==> config.mk <==
export PLATFORM = sky130hd
export DESIGN_NAME = lcd_write_arbiter_flat
export DESIGN_NICKNAME = d
export VERILOG_FILES = /design/src/rtl/lcd_write_arbiter_pkg.sv /design/src/rtl/lcd_write_arbiter_if.sv /design/src/rtl/lcd_write_arbiter_rr_pick2.sv /design/src/rtl/lcd_write_arbiter.sv /design/src/flat_wrapper.sv
export SDC_FILE = /design/constraint.sdc
export NUM_CORES = 1
export LEC_CHECK = 0
export ABC_AREA = 1
export CORE_MARGIN = 2
export CORE_UTILIZATION = 53
export CTS_CLUSTER_DIAMETER = 50
export DETAILED_ROUTE_END_ITERATION = 8
export HOLD_SLACK_MARGIN = 0.06
export PLACE_DENSITY = 0.85
export SYNTH_ARGS = -nofsm -noshare
export SYNTH_HDL_FRONTEND = slang
export SYNTH_SLANG_ARGS = --single-unit
export TNS_END_PERCENT = 100
==> constraint.sdc <==
create_clock -name Clock -period 4.1 [get_ports Clock]
set_input_delay 0.41 -clock Clock [delete_from_list [all_inputs] [get_ports Clock]]
set_output_delay 0.41 -clock Clock [all_outputs]
set_load 0.03 [all_outputs]
==> src/rtl/lcd_write_arbiter_pkg.sv <==
// Shared definitions for the LCD write arbiter.
//   state_e : FSM state encoding (IDLE, ISSUE, WAIT_BUSY, WAIT_READY)
//   REQ_ALU : requester index of the MiniAlu instruction stream
//   REQ_DBG : requester index of the status/debug printer
package lcd_write_arbiter_pkg;

  typedef enum logic [1:0] {
    IDLE       = 2'd0,
    ISSUE      = 2'd1,
    WAIT_BUSY  = 2'd2,
    WAIT_READY = 2'd3
  } state_e;

  localparam logic REQ_ALU = 1'b0;
  localparam logic REQ_DBG = 1'b1;

endpackage

==> src/rtl/lcd_write_arbiter_if.sv <==
// Bundle of requester byte streams and the Module_LCD_Control write port.
//   iReq0/iData0/iLast0/oAck0 : requester 0 (MiniAlu) byte handshake
//   iReq1/iData1/iLast1/oAck1 : requester 1 (debug printer) byte handshake
//   iLCD_Ready                : wReady from the LCD controller
//   oLCD_Write/oLCD_Data      : wWrite strobe and wData byte
//   oOwner/oBusy              : current grant holder, arbiter not idle
// master : requesters + LCD side (drives the i* signals)
// slave  : the arbiter (drives the o* signals)
interface lcd_write_arbiter_if;
  logic       iReq0;
  logic [7:0] iData0;
  logic       iLast0;
  logic       oAck0;
  logic       iReq1;
  logic [7:0] iData1;
  logic       iLast1;
  logic       oAck1;
  logic       iLCD_Ready;
  logic       oLCD_Write;
  logic [7:0] oLCD_Data;
  logic       oOwner;
  logic       oBusy;

  modport master (
    output iReq0, iData0, iLast0, iReq1, iData1, iLast1, iLCD_Ready,
    input  oAck0, oAck1, oLCD_Write, oLCD_Data, oOwner, oBusy
  );

  modport slave (
    input  iReq0, iData0, iLast0, iReq1, iData1, iLast1, iLCD_Ready,
    output oAck0, oAck1, oLCD_Write, oLCD_Data, oOwner, oBusy
  );
endinterface

==> src/rtl/lcd_write_arbiter_rr_pick2.sv <==
// Combinational two-way round-robin selector.
//   req_i         : request vector, bit n = requester n
//   ptr_i         : requester favoured when both request
//   grant_valid_o : at least one request present
//   grant_idx_o   : index of the winning requester
module rr_pick2 (
  input  logic [1:0] req_i,
  input  logic       ptr_i,
  output logic       grant_valid_o,
  output logic       grant_idx_o
);

  always_comb begin
    grant_valid_o = |req_i;
    grant_idx_o   = (&req_i) ? ptr_i : req_i[1];
  end

endmodule

==> src/rtl/lcd_write_arbiter.sv <==
// Packet-granular round-robin arbiter in front of the Module_LCD_Control
// write port. Each byte is strobed once, then the FSM waits for the
// controller to go busy (or a timeout) and become ready again before the
// next byte. A packet (bytes up to iLast) is never interleaved.
//   Clock : system clock, rising edge
//   Reset : asynchronous active-low reset
//   bus   : requester/LCD handshake bundle (slave side)
module lcd_write_arbiter
  import lcd_write_arbiter_pkg::*;
#(
  parameter int unsigned BUSY_TIMEOUT  = 4,
  parameter int unsigned INIT_PRIORITY = 0
) (
  input  logic                 Clock,
  input  logic                 Reset,
  lcd_write_arbiter_if.slave   bus
);

  localparam logic [3:0] TIMEOUT   = 4'(BUSY_TIMEOUT);
  localparam logic       INIT_PRIO = 1'(INIT_PRIORITY);

  state_e     state_q;
  logic       write_q;
  logic [7:0] data_q;
  logic       ack0_q;
  logic       ack1_q;
  logic       owner_q;
  logic       busy_q;
  logic       ptr_q;
  logic       last_q;
  logic [3:0] cnt_q;
  logic [3:0] cnt_d;

  logic       grant_valid;
  logic       grant_idx;
  logic [7:0] grant_data;
  logic       grant_last;
  logic       own_req;
  logic [7:0] own_data;
  logic       own_last;

  rr_pick2 u_pick (
    .req_i         ({bus.iReq1, bus.iReq0}),
    .ptr_i         (ptr_q),
    .grant_valid_o (grant_valid),
    .grant_idx_o   (grant_idx)
  );

  always_comb begin
    grant_data = (grant_idx == REQ_DBG) ? bus.iData1 : bus.iData0;
    grant_last = (grant_idx == REQ_DBG) ? bus.iLast1 : bus.iLast0;
    own_req    = (owner_q == REQ_DBG) ? bus.iReq1  : bus.iReq0;
    own_data   = (owner_q == REQ_DBG) ? bus.iData1 : bus.iData0;
    own_last   = (owner_q == REQ_DBG) ? bus.iLast1 : bus.iLast0;
    cnt_d      = cnt_q + 4'd1;
  end

  // Strobe, data and ack are loaded on the edge that enters ISSUE so that
  // they are registered yet visible during the ISSUE cycle itself.
  always_ff @(posedge Clock or negedge Reset) begin
    if (!Reset) begin
      state_q <= IDLE;
      write_q <= 1'b0;
      data_q  <= '0;
      ack0_q  <= 1'b0;
      ack1_q  <= 1'b0;
      owner_q <= INIT_PRIO;
      busy_q  <= 1'b0;
      ptr_q   <= INIT_PRIO;
      last_q  <= 1'b0;
      cnt_q   <= '0;
    end else begin
      write_q <= 1'b0;
      ack0_q  <= 1'b0;
      ack1_q  <= 1'b0;
      unique case (state_q)
        IDLE: begin
          if (grant_valid && bus.iLCD_Ready) begin
            state_q <= ISSUE;
            owner_q <= grant_idx;
            write_q <= 1'b1;
            data_q  <= grant_data;
            last_q  <= grant_last;
            ack0_q  <= (grant_idx == REQ_ALU);
            ack1_q  <= (grant_idx == REQ_DBG);
            busy_q  <= 1'b1;
          end
        end
        ISSUE: begin
          state_q <= WAIT_BUSY;
          cnt_q   <= '0;
        end
        WAIT_BUSY: begin
          if (!bus.iLCD_Ready || (cnt_d == TIMEOUT)) begin
            state_q <= WAIT_READY;
          end
          cnt_q <= cnt_d;
        end
        WAIT_READY: begin
          if (bus.iLCD_Ready) begin
            if (last_q) begin
              state_q <= IDLE;
              ptr_q   <= ~owner_q;
              busy_q  <= 1'b0;
            end else if (own_req) begin
              // Mid-packet: keep the owner, no re-arbitration.
              state_q <= ISSUE;
              write_q <= 1'b1;
              data_q  <= own_data;
              last_q  <= own_last;
              ack0_q  <= (owner_q == REQ_ALU);
              ack1_q  <= (owner_q == REQ_DBG);
            end
          end
        end
        default: state_q <= IDLE;
      endcase
    end
  end

  assign bus.oLCD_Write = write_q;
  assign bus.oLCD_Data  = data_q;
  assign bus.oAck0      = ack0_q;
  assign bus.oAck1      = ack1_q;
  assign bus.oOwner     = owner_q;
  assign bus.oBusy      = busy_q;

endmodule
==> src/flat_wrapper.sv <==
// flat-port wrapper written by rule: the top's interface ports become plain ports
module lcd_write_arbiter_flat import lcd_write_arbiter_pkg::*;
#(
  parameter int unsigned BUSY_TIMEOUT  = 4,
  parameter int unsigned INIT_PRIORITY = 0
)
  (Clock, Reset, bus_iReq0, bus_iData0, bus_iLast0, bus_iReq1, bus_iData1, bus_iLast1, bus_iLCD_Ready, bus_oAck0, bus_oAck1, bus_oLCD_Write, bus_oLCD_Data, bus_oOwner, bus_oBusy);
  lcd_write_arbiter_if bus_i ();
  input  logic Clock;
  input  logic Reset;
  input wire logic [$bits(bus_i.iReq0)-1:0] bus_iReq0;
  input wire logic [$bits(bus_i.iData0)-1:0] bus_iData0;
  input wire logic [$bits(bus_i.iLast0)-1:0] bus_iLast0;
  input wire logic [$bits(bus_i.iReq1)-1:0] bus_iReq1;
  input wire logic [$bits(bus_i.iData1)-1:0] bus_iData1;
  input wire logic [$bits(bus_i.iLast1)-1:0] bus_iLast1;
  input wire logic [$bits(bus_i.iLCD_Ready)-1:0] bus_iLCD_Ready;
  output wire logic [$bits(bus_i.oAck0)-1:0] bus_oAck0;
  output wire logic [$bits(bus_i.oAck1)-1:0] bus_oAck1;
  output wire logic [$bits(bus_i.oLCD_Write)-1:0] bus_oLCD_Write;
  output wire logic [$bits(bus_i.oLCD_Data)-1:0] bus_oLCD_Data;
  output wire logic [$bits(bus_i.oOwner)-1:0] bus_oOwner;
  output wire logic [$bits(bus_i.oBusy)-1:0] bus_oBusy;
  assign bus_i.iReq0 = bus_iReq0;
  assign bus_i.iData0 = bus_iData0;
  assign bus_i.iLast0 = bus_iLast0;
  assign bus_i.iReq1 = bus_iReq1;
  assign bus_i.iData1 = bus_iData1;
  assign bus_i.iLast1 = bus_iLast1;
  assign bus_i.iLCD_Ready = bus_iLCD_Ready;
  assign bus_oAck0 = bus_i.oAck0;
  assign bus_oAck1 = bus_i.oAck1;
  assign bus_oLCD_Write = bus_i.oLCD_Write;
  assign bus_oLCD_Data = bus_i.oLCD_Data;
  assign bus_oOwner = bus_i.oOwner;
  assign bus_oBusy = bus_i.oBusy;
  lcd_write_arbiter #(.BUSY_TIMEOUT(BUSY_TIMEOUT), .INIT_PRIORITY(INIT_PRIORITY)) u_core (.Clock(Clock), .Reset(Reset), .bus(bus_i));
endmodule
# ---- Yosys cells after proc, flatten, opt, wreduce, memory -nomap -nowiden
# Index checks and enable logic that the tools add are counted.
dict set report op_classes {
  bitwise 2
  reduce_logical 14
  eq_ne 11
  add_sub_neg 1
  muxes 42
}
# cell count
set ops {}
lappend ops {{$mux W8} 6}
lappend ops {{$mux W1} 23}
lappend ops {{$pmux W8 S2} 1}
lappend ops {{$mux W2} 5}
lappend ops {{$pmux W1 S2} 5}
lappend ops {{$ne A2 B1 Y1 const B} 4}
lappend ops {{$pmux W2 S4} 1}
lappend ops {{$pmux W4 S2} 1}
lappend ops {{$reduce_and A4 Y1} 2}
lappend ops {{$reduce_and A3 Y1} 2}
lappend ops {{$reduce_and A5 Y1} 1}
lappend ops {{$add A4 B1 Y4 const B} 1}
lappend ops {{$eq A2 B2 Y1 const B} 2}
lappend ops {{$eq A4 B3 Y1 const B} 1}
lappend ops {{$ne A2 B2 Y1 const B} 2}
lappend ops {{$reduce_and A2 Y1} 2}
lappend ops {{$reduce_bool A2 Y1} 2}
lappend ops {{$ne A3 B1 Y1 const B} 1}
lappend ops {{$eq A2 B1 Y1 const B} 1}
lappend ops {{$logic_not A2 Y1} 1}
lappend ops {{$not A1 Y1} 2}
lappend ops {{$reduce_or A2 Y1} 1}
lappend ops {{$logic_and A1 B1 Y1} 1}
lappend ops {{$logic_not A1 Y1} 1}
lappend ops {{$logic_or A1 B1 Y1} 1}
dict set report totals {
  inputBits 23
  regBits 21
  wordCells 80
  out_inout_bits 13
}

# ---- Longest topological paths before layout
dict set report depth {
  depth_word 5
  ltp_mapped 10
  ltp_nobuf 10
}

# ---- Cells and area by module
# Synthesis repeated with hierarchy kept, for this count alone.
dict set report unflattened {
  hier_cells 197
  area_unflattened_um2 1420.1
}
# mod cells_each seq_area_each_um2 n_inst area_each_um2
set modules_own_cells {}
lappend modules_own_cells {lcd_write_arbiter 192 525.5 1 1397.6}
lappend modules_own_cells {rr_pick2 5 0.0 1 22.5}

# ---- Worst setup path after synthesis
# No wires, ideal clock.
dict set report synth_path {
  path_type {register to register}
  startpoint {register u_core.state_q[0]}
  endpoint {register u_core.last_q}
  setup_time_ps 117
  setup_slack_ps 2734
  path_buffers 2
  required_ps 3983
  synth_period_minus_slack_ps 1366
  path_stages_with_launch 8
  t_arrival_ps 1249
  cell_sequence {dfrtp_1 ha_1 inv_2 buf_6 buf_2 nand3_1 nand3_1 nand2_1}
}
dict set report synth_between {
  elab_chain_cells 3
  elab_cells_between_ends 7
  cone_classes {eq/ne (3); mux (1); reduce/logical (3)}
}
# element line_no
set synth_lines {}
lappend synth_lines {{start, declared} lcd_write_arbiter.sv:22} ;# state_e state_q;
lappend synth_lines {{start signal, assigned} lcd_write_arbiter.sv:62} ;# state_q <= IDLE;
lappend synth_lines {{start signal, assigned} lcd_write_arbiter.sv:79} ;# state_q <= ISSUE;
lappend synth_lines {{start signal, assigned} lcd_write_arbiter.sv:90} ;# state_q <= WAIT_BUSY;
lappend synth_lines {{$eq A2 B2 Y1 or $logic_not A2 Y1 (tied branches)} lcd_write_arbiter.sv:76} ;# unique case (state_q)
lappend synth_lines {{$ne A2 B2 Y1 (no line) (tied with other cells)} -}
lappend synth_lines {{$reduce_and A3 Y1 (no line)} -}
lappend synth_lines {{end signal, assigned} lcd_write_arbiter.sv:83} ;# last_q <= grant_last;
lappend synth_lines {{end signal, assigned} lcd_write_arbiter.sv:110} ;# last_q <= own_last;
lappend synth_lines {{end, declared} lcd_write_arbiter.sv:30} ;# logic last_q;
# Several ways; a longest one is shown, not always the timed one.
# A chain may end at the register's enable or synchronous reset.

# ---- Worst setup path in the final report
dict set report layout_path {
  startpoint {register u_core.owner_q, in the netlist u_core.bus.oOwner}
  endpoint {output port bus_oOwner}
}
# element line_no
set layout_lines {}
lappend layout_lines {{start, declared} lcd_write_arbiter.sv:27} ;# logic owner_q;
lappend layout_lines {{start signal, assigned} lcd_write_arbiter.sv:80} ;# owner_q <= grant_idx;
lappend layout_lines {{end, declared} flat_wrapper.sv:22} ;# output wire logic [$bits(bus_i.oOwner)-1:0] bus_oOwner;
# No word-level cell between the ends.

==> run_results.csv <==
group,metric,value,unit
status,status,"finished clean",
timing,max_clock_freq,527.8,MHz
worst_hold_path,hold_path_depth,2,
final_layout,multi_input_area,772.0,um^2
synthesis,ys_seq_elements,21,
global_routing,grt_pass1_vias,1281,
setup_path,slowest_stage,"clkdlybuf4s50_1",
pwr,pwr-share-clk,8.1,%
setup_path,crit_required,3.69,ns
final_layout,final_layout_size_suffix_gt1_share,8.980,%
die,die_h,56.38,um
placed_design,gp_congestion,0.8159,
timing,max_slew_margin,40.57,%
route,drc_errors,0,
pwr,switching_share,50.82,%
setup_path,slowest_delay,0.71,ns
die,coreArea,2545,um^2
clock_tree,cts-hold-fix-buffers,0,
placed_design,portBuffers,35,
timing,rsz0062_at_grt,"no",
clock_tree,cts_setup_buffers,0,
timing,worstMarginPinSlew,0.8887,ns
clock_tree,clk_pin_slew,0.12,ns
global_routing,grt_max_degree,22,
timing,post-route-min-period,1.895,ns
synthesis,yosysSeqAreaShare,36.14,%
pwr,seqPwrFrac,29.1,%
setup_path,reg2reg_depth,7,
die,initial_core_util,57.13,%
timing,hold_slack,0.4935,ns
clock_tree,cts_max_path_buffers,2,
die,io-pin-count,36,
setup_path,path_buf_inv,1,
worst_hold_path,min_path_type,"register to register",
job,cap_violations,0,
route,firstDrtPassIters,4,
route,drt_iter0_drc,33,
pwr,ir_worst_vdd,0.0005500,V
die,die_x,56.38,um
setup_path,worstSetupPathType,"register to output pin",
clock_tree,cts_resized,0,
clock_tree,clock_latency,0.31,ns
timing,final-hold-violation-count,0,
synthesis,ys_types,25,
final_layout,fin_area,1843,um^2
route,via_per_inst,5.015,
synthesis,synth_fp_nets,239,
clock_tree,clockRootBuffer,"clkbuf_4",
clock_tree,cts_made_buffers,3,
setup_path,worst-path-max-fanout,6,
pwr,pwr-share-comb,62.8,%
die,rows,18,
pwr,switching_power,0.6392,mW
clock_tree,tritoncts,"built",
setup_path,crit_path_end_kind,"output pin",
route,vias,1379,
pwr,p_int,0.6186,mW
global_routing,grt_use_total,22.06,%
placed_design,placed_area,1817,um^2
synthesis,synth_edf_count,0,
synthesis,synthFlopType,"dfrtp_1",
die,dieArea,3178,um^2
route,wl_per_cell,11.61,um
synthesis,synthCells,210,
setup_path,crit_family,"buffers and inverters",
setup_path,cp-start-kind,"register",
global_routing,overflow,0,
setup_path,crit_chain,"clkdlybuf4s50_1",
placed_design,post-dp-hpwl,2431,um
final_layout,area_growth,26.76,%
synthesis,syn-cell-area,1454,um^2
synthesis,avgSynthCellArea,6.923,um^2
timing,period_share,46.21,%
setup_path,worstSetupPathDepth,1,
clock_tree,cts_max_level,1,
final_layout,seq_area,525.5,um^2
timing,setup_viol,0,
synthesis,yosys_warnings,0,
final_layout,fill_cells,218,
timing,final-max-slew-violation-count,0,
pwr,power_density,682.5,nW/um^2
route,wl,3193,um
synthesis,async_reset_ff_share,100.0,%
route,ant_nets,0,
final_layout,fin_util,72.42,%
timing,setup_tns,0,ns
global_routing,grt_pass1_wl,5499,um
timing,clock-skew-final,0.005752,ns
clock_tree,cts.sinks,21,
final_layout,antennaDiodeCount,0,
setup_path,arrival,1.48,ns
final_layout,final_nets,275,
global_routing,antenna_found_initial,0,
pwr,leakagePower,0.9708,nW
-- metal layers --
| metal | global-route usage [%] | vias to the layer above | wire [um] |
|---|---|---|---|
| met2 | 35.29 | 42 | 1417 |
| met1 | 30.09 | 608 | 1575 |
| met3 | 2.765 | 6 | 139 |
| met5 | 0 | - | 0 |
| li1 | - | 723 | - |
| met4 | 9.184 | 0 | 61 |
-- path summary, 6_finish.rpt --
| kind | startpoint | end | slack (ns) |
|---|---|---|---|
| worst max-delay path | u_core.bus.oOwner$_DFFE_PN0N_ | bus_oOwner | 2.21 |
| worst min-delay path | u_core.bus.oLCD_Data[5]$_DFFE_PN0P_ | u_core.bus.oLCD_Data[5]$_DFFE_PN0P_ | 0.49 |
| worst max register to register | u_core.state_q[1]$_DFFE_PN0P_ | u_core.bus.oLCD_Write$_DFF_PN0_ | 2.51 |
| worst min register to register | u_core.bus.oLCD_Data[5]$_DFFE_PN0P_ | u_core.bus.oLCD_Data[5]$_DFFE_PN0P_ | 0.49 |
| max in group asynchronous | Reset | u_core.bus.oAck0$_DFF_PN0_ | 2.96 |
| min in group asynchronous | Reset | u_core.bus.oBusy$_DFFE_PN0P_ | 0.59 |
-- registers in the layout (all words and copies together) (netlist names) --
| register | count |
|---|---|
| u_core.state_q | 2 |
| u_core.bus.oLCD_Write | 1 |
| u_core.bus.oOwner | 1 |
| u_core.last_q | 1 |
| u_core.bus.oAck1 | 1 |
| u_core.cnt_q | 4 |
| u_core.ptr_q | 1 |
| u_core.bus.oBusy | 1 |
| u_core.bus.oAck0 | 1 |
| u_core.bus.oLCD_Data | 8 |
-- area by class of cell --
type                    instances  share of cell area [%]
inverters                      35                   7.128
flip-flops and latches         21                   28.51
well taps                      30                   2.037
clock buffers                   4                   1.426
multi-input cells             150                   41.89
repair buffers                 35                   19.01
-- worst register-to-register path, delay by kind of cell (launching register included) --
kind                     cells  cell delay [ns]
buffers and inverters        2             0.38
AND/OR/NAND/NOR              2             0.17
adder cells (fa/ha/maj)      1             0.28
AO/OA/AOI/OAI                2             0.22
flip-flops                   1             0.45
-- cells in the mapped netlist (3+ instances only) --
master    n  area share, %
nand4_1   3            1.3
dfrtp_1  21             36
inv_2     6            1.5
nand2_4   3            2.3
nor2_4    3            2.3
inv_1    29            7.5
nor2_1    4            1.0
a21oi_1  11            3.8
nand3_1  15            5.2
o21ai_0  11            3.8
nand2_1  81             21
ha_1      6            5.2
-- power groups by stage --
stage | registers (mW) | clock network (mW) | logic [mW]
2_1_floorplan | 0.467 | 0 | 0.457
4_1_cts | 0.366 | 0.103 | 0.788
3_5_place_dp | 0.370 | 0 | 0.786
5_1_grt | 0.378 | 0.110 | 0.877
6_report | 0.366 | 0.102 | 0.790
3_3_place_gp | 0.370 | 0 | 0.767
-- cell usage in the layout (no fill, tap or decap) --
| master | n |
|---|---|
| inv_1 | 29 |
| inv_2 | 6 |
| ha_1 | 6 |
| nand3_1 | 15 |
| o21ai_0 | 11 |
| a21oi_4 | 1 |
| a21oi_1 | 11 |
| clkdlybuf4s50_1 | 35 |
| dfrtp_1 | 21 |
| nor2_1 | 4 |
| nor2_2 | 1 |
| o21a_1 | 1 |
| nand2_4 | 3 |
| o21ai_2 | 2 |
| o21ai_1 | 2 |
| nand2_1 | 81 |
| clkbuf_4 | 3 |
| o211ai_1 | 1 |
| nand2_2 | 1 |
| clkbuf_1 | 1 |
| nor2_4 | 3 |
| nand4_1 | 3 |
| o21ai_4 | 1 |
| o22ai_1 | 2 |
| or2_2 | 1 |
-- cell families (layout without fill, tap and decap cells) --
group	after synthesis	in the layout	synth area share, %
buffers and inverters	39	74	10.76
adders and majority gates	6	6	5.163
DFF	21	21	36.14
and+or+nand+nor	112	112	34.34
AOI/OAI and AO/OA	32	32	13.60
-- per-stage QoR --
| step | setup WS, ns | total power, mW | cells |
|---|---|---|---|
| after CTS | 2.198 | 1.257 | 275 |
| after detailed placement | 2.228 | 1.156 | 271 |
| after global routing | 2.138 | 1.365 | 275 |
| after global placement | 2.254 | 1.137 | 271 |
| final | 2.205 | 1.258 | 275 |
| after floorplan | 2.734 | 0.9246 | 210 |
(Power assumes the default switching activity.)
